--- src/rtl/fifo_stream_adder_pkg.sv ---
// Shared constants and FSM encoding for the fifo_stream_adder kernel.
package fifo_stream_adder_pkg;

  localparam logic [7:0]  OP_ADD        = 8'h01;
  localparam logic [7:0]  OP_XOR        = 8'h02;
  localparam logic [7:0]  OP_MAX        = 8'h03;

  localparam logic [7:0]  STAT_MAGIC    = 8'hA5;
  localparam logic [23:0] ERR_RESULT_HI = 24'hBAD000;

  typedef enum logic [2:0] {
    StIdle,
    StHdrWait,
    StOpRd,
    StOpWait,
    StEmitRes,
    StEmitStat
  } state_e;

endpackage

--- src/rtl/fifo_stream_adder_if.sv ---
// Upstream (host-to-kernel) and downstream (kernel-to-host) FIFO signals.
// master: the kernel side; slave: the FIFO/host side.
interface fifo_stream_adder_if;
  logic        data_empty;
  logic        data_rd;
  logic [31:0] data_din;
  logic        data_full;
  logic        data_wr;
  logic [31:0] data_dout;

  modport master (
    input  data_empty,
    input  data_din,
    input  data_full,
    output data_rd,
    output data_wr,
    output data_dout
  );

  modport slave (
    output data_empty,
    output data_din,
    output data_full,
    input  data_rd,
    input  data_wr,
    input  data_dout
  );
endinterface

--- src/rtl/stream_adder_alu.sv ---
// Combinational reduction step: folds one operand into the accumulator.
// Build macro FIFO_STREAM_ADDER_SAT_EN: ADD saturates at all-ones instead of wrapping.
module stream_adder_alu
  import fifo_stream_adder_pkg::*;
(
  input  logic [7:0]  opcode_i,
  input  logic [31:0] acc_i,
  input  logic [31:0] operand_i,
  output logic [31:0] acc_o,
  output logic        flag_o
);

  logic [32:0] sum;
  assign sum = {1'b0, acc_i} + {1'b0, operand_i};

  // Select the next accumulator; unknown opcodes leave it untouched.
  always_comb begin
    acc_o  = acc_i;
    flag_o = 1'b0;
    case (opcode_i)
      OP_ADD: begin
        flag_o = sum[32];
`ifdef FIFO_STREAM_ADDER_SAT_EN
        acc_o  = sum[32] ? 32'hFFFF_FFFF : sum[31:0];
`else
        acc_o  = sum[31:0];
`endif
      end
      OP_XOR:  acc_o = acc_i ^ operand_i;
      OP_MAX:  acc_o = (operand_i > acc_i) ? operand_i : acc_i;
      default: acc_o = acc_i;
    endcase
  end

endmodule

--- src/rtl/fifo_stream_adder.sv ---
// Stream kernel: pops a header then N operands, reduces them with the header
// opcode, and pushes a result word followed by a status word.
// Build macro FIFO_STREAM_ADDER_SAT_EN selects saturating ADD.
module fifo_stream_adder
  import fifo_stream_adder_pkg::*;
#(
  parameter int unsigned RD_LATENCY = 2,
  parameter int unsigned MAX_COUNT  = 255
) (
  input  logic                clock,
  input  logic                reset,
  fifo_stream_adder_if.master bus,
  output logic                busy,
  output logic [15:0]         job_count
);

  localparam logic [2:0] LatLast = 3'(RD_LATENCY);
  localparam logic [7:0] CntMax  = 8'(MAX_COUNT);

  state_e      state_q, state_d;
  logic        rd_q, rd_d;
  logic        wr_q, wr_d;
  logic [31:0] dout_q, dout_d;
  logic [31:0] acc_q, acc_d;
  logic [7:0]  op_q, op_d;
  logic [7:0]  n_q, n_d;
  logic [7:0]  rem_q, rem_d;
  logic        ovf_q, ovf_d;
  logic [2:0]  lat_q, lat_d;
  logic [15:0] job_q, job_d;

  logic [31:0] alu_acc;
  logic        alu_flag;
  logic        op_err;
  logic [7:0]  hdr_cnt;

  assign op_err  = !(op_q inside {OP_ADD, OP_XOR, OP_MAX});
  assign hdr_cnt = (32'(bus.data_din[7:0]) > MAX_COUNT) ? CntMax : bus.data_din[7:0];

  stream_adder_alu u_alu (
    .opcode_i  (op_q),
    .acc_i     (acc_q),
    .operand_i (bus.data_din),
    .acc_o     (alu_acc),
    .flag_o    (alu_flag)
  );

  // Next-state and strobe generation; lat_q counts edges since the pop was registered.
  always_comb begin
    state_d = state_q;
    rd_d    = 1'b0;
    wr_d    = 1'b0;
    dout_d  = dout_q;
    acc_d   = acc_q;
    op_d    = op_q;
    n_d     = n_q;
    rem_d   = rem_q;
    ovf_d   = ovf_q;
    lat_d   = lat_q;
    job_d   = job_q;
    unique case (state_q)
      StIdle: begin
        if (!bus.data_empty) begin
          rd_d    = 1'b1;
          lat_d   = 3'd1;
          state_d = StHdrWait;
        end
      end
      StHdrWait: begin
        if (lat_q == LatLast) begin
          op_d    = bus.data_din[31:24];
          n_d     = hdr_cnt;
          rem_d   = hdr_cnt;
          acc_d   = '0;
          ovf_d   = 1'b0;
          state_d = (hdr_cnt == 8'd0) ? StEmitRes : StOpRd;
        end else begin
          lat_d = lat_q + 3'd1;
        end
      end
      StOpRd: begin
        if (!bus.data_empty) begin
          rd_d    = 1'b1;
          lat_d   = 3'd1;
          state_d = StOpWait;
        end
      end
      StOpWait: begin
        if (lat_q == LatLast) begin
          acc_d   = alu_acc;
          ovf_d   = ovf_q | alu_flag;
          rem_d   = rem_q - 8'd1;
          state_d = (rem_q == 8'd1) ? StEmitRes : StOpRd;
        end else begin
          lat_d = lat_q + 3'd1;
        end
      end
      StEmitRes: begin
        if (!bus.data_full) begin
          wr_d    = 1'b1;
          dout_d  = op_err ? {ERR_RESULT_HI, op_q} : acc_q;
          state_d = StEmitStat;
        end
      end
      StEmitStat: begin
        if (!bus.data_full) begin
          wr_d    = 1'b1;
          dout_d  = {STAT_MAGIC, op_q, 6'b0, op_err, ovf_q, n_q};
          job_d   = job_q + 16'd1;
          state_d = StIdle;
        end
      end
      default: state_d = StIdle;
    endcase
  end

  // State and registered outputs, synchronous active-high reset.
  always_ff @(posedge clock) begin
    if (reset) begin
      state_q <= StIdle;
      rd_q    <= 1'b0;
      wr_q    <= 1'b0;
      dout_q  <= '0;
      acc_q   <= '0;
      op_q    <= '0;
      n_q     <= '0;
      rem_q   <= '0;
      ovf_q   <= 1'b0;
      lat_q   <= '0;
      job_q   <= '0;
    end else begin
      state_q <= state_d;
      rd_q    <= rd_d;
      wr_q    <= wr_d;
      dout_q  <= dout_d;
      acc_q   <= acc_d;
      op_q    <= op_d;
      n_q     <= n_d;
      rem_q   <= rem_d;
      ovf_q   <= ovf_d;
      lat_q   <= lat_d;
      job_q   <= job_d;
    end
  end

  assign bus.data_rd   = rd_q;
  assign bus.data_wr   = wr_q;
  assign bus.data_dout = dout_q;
  assign busy          = (state_q != StIdle);
  assign job_count     = job_q;

endmodule

--- src/flat_wrapper.sv ---
// flat-port wrapper written by rule: the top's interface ports become plain ports
module fifo_stream_adder_flat import fifo_stream_adder_pkg::*;
#(
  parameter int unsigned RD_LATENCY = 2,
  parameter int unsigned MAX_COUNT  = 255
)
  (clock, reset, busy, job_count, bus_data_empty, bus_data_din, bus_data_full, bus_data_rd, bus_data_wr, bus_data_dout);
  fifo_stream_adder_if bus_i ();
  input  logic clock;
  input  logic reset;
  output logic busy;
  output logic [15:0] job_count;
  input wire logic [$bits(bus_i.data_empty)-1:0] bus_data_empty;
  input wire logic [$bits(bus_i.data_din)-1:0] bus_data_din;
  input wire logic [$bits(bus_i.data_full)-1:0] bus_data_full;
  output wire logic [$bits(bus_i.data_rd)-1:0] bus_data_rd;
  output wire logic [$bits(bus_i.data_wr)-1:0] bus_data_wr;
  output wire logic [$bits(bus_i.data_dout)-1:0] bus_data_dout;
  assign bus_i.data_empty = bus_data_empty;
  assign bus_i.data_din = bus_data_din;
  assign bus_i.data_full = bus_data_full;
  assign bus_data_rd = bus_i.data_rd;
  assign bus_data_wr = bus_i.data_wr;
  assign bus_data_dout = bus_i.data_dout;
  fifo_stream_adder #(.RD_LATENCY(RD_LATENCY), .MAX_COUNT(MAX_COUNT)) u_core (.clock(clock), .reset(reset), .bus(bus_i), .busy(busy), .job_count(job_count));
endmodule
--- config.mk ---
export PLATFORM = sky130hd
export DESIGN_NAME = fifo_stream_adder_flat
export DESIGN_NICKNAME = d
export VERILOG_FILES = /design/src/rtl/fifo_stream_adder_pkg.sv /design/src/rtl/fifo_stream_adder_if.sv /design/src/rtl/stream_adder_alu.sv /design/src/rtl/fifo_stream_adder.sv /design/src/flat_wrapper.sv
export SDC_FILE = /design/constraint.sdc
export NUM_CORES = 1
export LEC_CHECK = 0
export ABC_AREA = 1
export CORE_MARGIN = 5
export CORE_UTILIZATION = 59
export DETAILED_ROUTE_END_ITERATION = 6
export PLACE_DENSITY_LB_ADDON = 0.15
export SYNTH_ARGS = -nofsm -noshare
export SYNTH_HDL_FRONTEND = slang
export SYNTH_SLANG_ARGS = --single-unit
--- constraint.sdc ---
create_clock -name clock -period 2.5 [get_ports clock]
set_input_delay 0.375 -clock clock [delete_from_list [all_inputs] [get_ports clock]]
set_output_delay 0.375 -clock clock [all_outputs]
set_load 0.01 [all_outputs]
==> impl_metrics.tcl <==
set metrics [dict create \
    crit_path_start_kind "flop" \
    yosysMostFrequentCell "nand2_1" \
    worstPathArrival_ns 2.73 \
    gp_congestion 1.01 \
    die_h_um 133 \
    p_leak_nw 5.66 \
    cts_sinks 113 \
    place_area_um2 11000 \
    finalSetupTns_ns 0 \
    hold_viol_final 0 \
    cts_hold_buf 0 \
    min_period_over_period 0.948 \
    status "finished, violations left" \
    ios 87 \
    yosysWarnings 0 \
    maxSlewViolCount 0 \
    min_period_ns 2.37 \
    peakVddDrop_mv 0.458 \
    ys.flop_type "dfxtp_1" \
    root_buffer "clkbuf_16" \
    min_path_type "reg2reg" \
    fin_skew_ns 0.00840 \
    violations "design-rule violations" \
    grt_setup_unrepaired "true" \
    synth_area_leaders "dfxtp_1 25%, nand2_1 14%, ha_1 9.7%, inv_1 8.1%, a21oi_1 7.6%" \
    crit_end "u_core.acc_q[29]" \
    setup.worst_path.class "reg2reg" \
    path_max_fanout 4 \
    ys_seq_area_frac 0.254 \
    routedWlPerCell_um 17.4 \
    firstDrtPassIters 7 \
    n_antenna_cell 0 \
    yosys.area.top_type "dfxtp_1" \
    synth_edf_count 0 \
    drcViolationCount 2 \
    power_mw 5.50 \
    start_util 0.594 \
    synthTopCellsByCount "341 x nand2_1, 193 x inv_1, 150 x nor2_1" \
    dpl.hpwl_mm 23.5 \
    required_ns 2.86 \
    die_x_um 133 \
    clockBufferDepth 2 \
    netlist_area_um2 8920 \
    portBuffers 86 \
    cts_buffers 17 \
    die_area_um2 17700 \
    startpoint "u_core.acc_q[23]" \
    grt_pass1_wl_mm 49.9 \
    path_clk_slew_ns 0.06 \
    synth_area_per_cell_um2 6.24 \
    vias 10500 \
    finalInstanceArea_um2 11800 \
    max_slew.worst_pin.slew_ns 0.861 \
    gr-usage-all-layers 0.351 \
    core_um2 15000 \
    h-tree-depth 4 \
    rrSetupSlack_ns 0.13 \
    drtIter0Drc 1121 \
    area_growth_pct 32.1 \
    num_rows 45 \
    cts_tree "done" \
    max-slew-margin-rel 0.426 \
    synth.distinct_cells 49 \
    timing.fmax_mhz 422 \
    async_flop_share 0 \
    end_kind "flop" \
    insertion_delay_ns 0.43 \
    postRouteAntennaNets 0 \
    grt_max_degree 39 \
    maxCapViolations 0 \
    final_layout_size_suffix_gt1_frac 0.175 \
    syn_inst 1429 \
    first_global_vias 9530 \
    r2r_cells 16 \
    synth_fp_nets 1535 \
    regToRegStartpoint "u_core.acc_q[23]" \
    layout.nets 1740 \
    synth_top_area_share 0.254 \
    antenna_found_initial 0 \
    worstReg2RegEnd "u_core.acc_q[29]" \
    ys_ff_latch 113 \
    vias_per_cell 5.72 \
    wl_mm 32.0 \
    setup_viol 0 \
    grt-ovfl-total 0 \
    p_per_area_nw_per_um2 467 \
]
==> layer usage <==
metal / GRT usage / routed length, µm / part of all wire / vias to the layer above
met2: 0.562 / 14600 / 0.46 / 551
met4: 0.129 / 1060 / 0.033 / 0
met3: 0.0608 / 2890 / 0.090 / 72
met5: 0 / 0 / 0 / -
met1: 0.474 / 13500 / 0.42 / 4819
li1: - / - / - / 5057
==> cells by family (layout without fill, tap and decap cells) <==
| family | after synthesis | count (layout) | share of synthesized area |
|---|---|---|---|
| fa+ha+maj | 70 | 70 | 0.0990 |
| xor+xnor | 10 | 10 | 0.00982 |
| simple gates | 672 | 672 | 0.336 |
| compound gates | 294 | 294 | 0.179 |
| buf+inv | 270 | 488 | 0.122 |
| flops | 113 | 113 | 0.254 |
==> placed cells by master (no fill, tap or decap), types with 23 or more instances in the layout <==
cell type / instances
dfxtp_1: 106
o21ai_0: 89
nand2_1: 339
nand4_1: 23
a21oi_1: 131
nor2_1: 140
inv_1: 191
ha_1: 59
clkdlybuf4s50_1: 86
nand3_1: 79
buf_4: 150
==> power by group <==
part / switching [mW] / internal [mW] / total [mW]
clock: 0.996 / 1.48 / 2.48
sequential: 0.0415 / 1.84 / 1.88
combinational: 0.662 / 0.474 / 1.14
==> how the worst min path moves through the flow <==
stage	startpoint	endpoint	slack (ns)	cells past startpoint
6_report	u_core.bus.data_dout[11]	u_core.bus.data_dout[11]	0.47	2
5_1_grt	u_core.bus.data_dout[11]	u_core.bus.data_dout[11]	0.49	2
4_1_cts	u_core.bus.data_dout[11]	u_core.bus.data_dout[11]	0.47	2
3_5_place_dp	u_core.bus.data_dout[11]	u_core.bus.data_dout[11]	0.46	2
3_3_place_gp	u_core.rem_q[7]	u_core.rem_q[7]	0.45	2
2_1_floorplan	u_core.ovf_q	u_core.ovf_q	0.44	2
==> worst max-delay path, stage by stage, from the launching register on <==
cell     delay [ns]
dfxtp_2        0.40
inv_1          0.08
ha_1           0.33
buf_4          0.15
inv_1          0.12
nand2_1        0.13
nor2_2         0.19
inv_1          0.12
nor4_2         0.16
nand2_1        0.17
nand2_1        0.10
nand2_1        0.05
nand3_1        0.06
nand2_1        0.05
nand2_1        0.07
inv_1          0.04
nor2_1         0.10
==> state kept, by name (all words and copies together) (netlist names), 3 cells and up <==
signal / cells
u_core.state_q: 3
u_core.lat_q: 3
u_core.rem_q: 8
u_core.n_q: 8
u_core.bus.data_dout: 32
u_core.job_count: 16
u_core.acc_q: 32
u_core.op_q: 8
==> stage by stage <==
step | instances | setup slack, ns | hold slack (ns) | util
CTS | 1835 | 0.00485 | 0.470 | 0.772
finish | 1835 | 0.131 | 0.468 | 0.784
global route | 1835 | -0.0208 | 0.490 | 0.784
detailed placement | 1803 | -0.350 | 0.459 | 0.733
floorplan | 1429 | 0.443 | 0.437 | -
global placement | 1803 | -0.313 | 0.454 | 0.733
==> layout make-up <==
type | instances | area [µm²]
clock inverters | 14 | 158
fillers | 1128 | 3250
flip-flops and latches | 113 | 2270
multi-input cells | 1046 | 5750
clock buffers | 18 | 429
inverters | 212 | 797
repair buffers | 244 | 2150
well taps | 188 | 235
==> repair_timing <==
action / in CTS / in global routing
gates resized for setup: 0 / 49
setup buffers: 0 / 0
setup endpoints to repair: 0 / 30
Power figures use the tool's default switching activity.
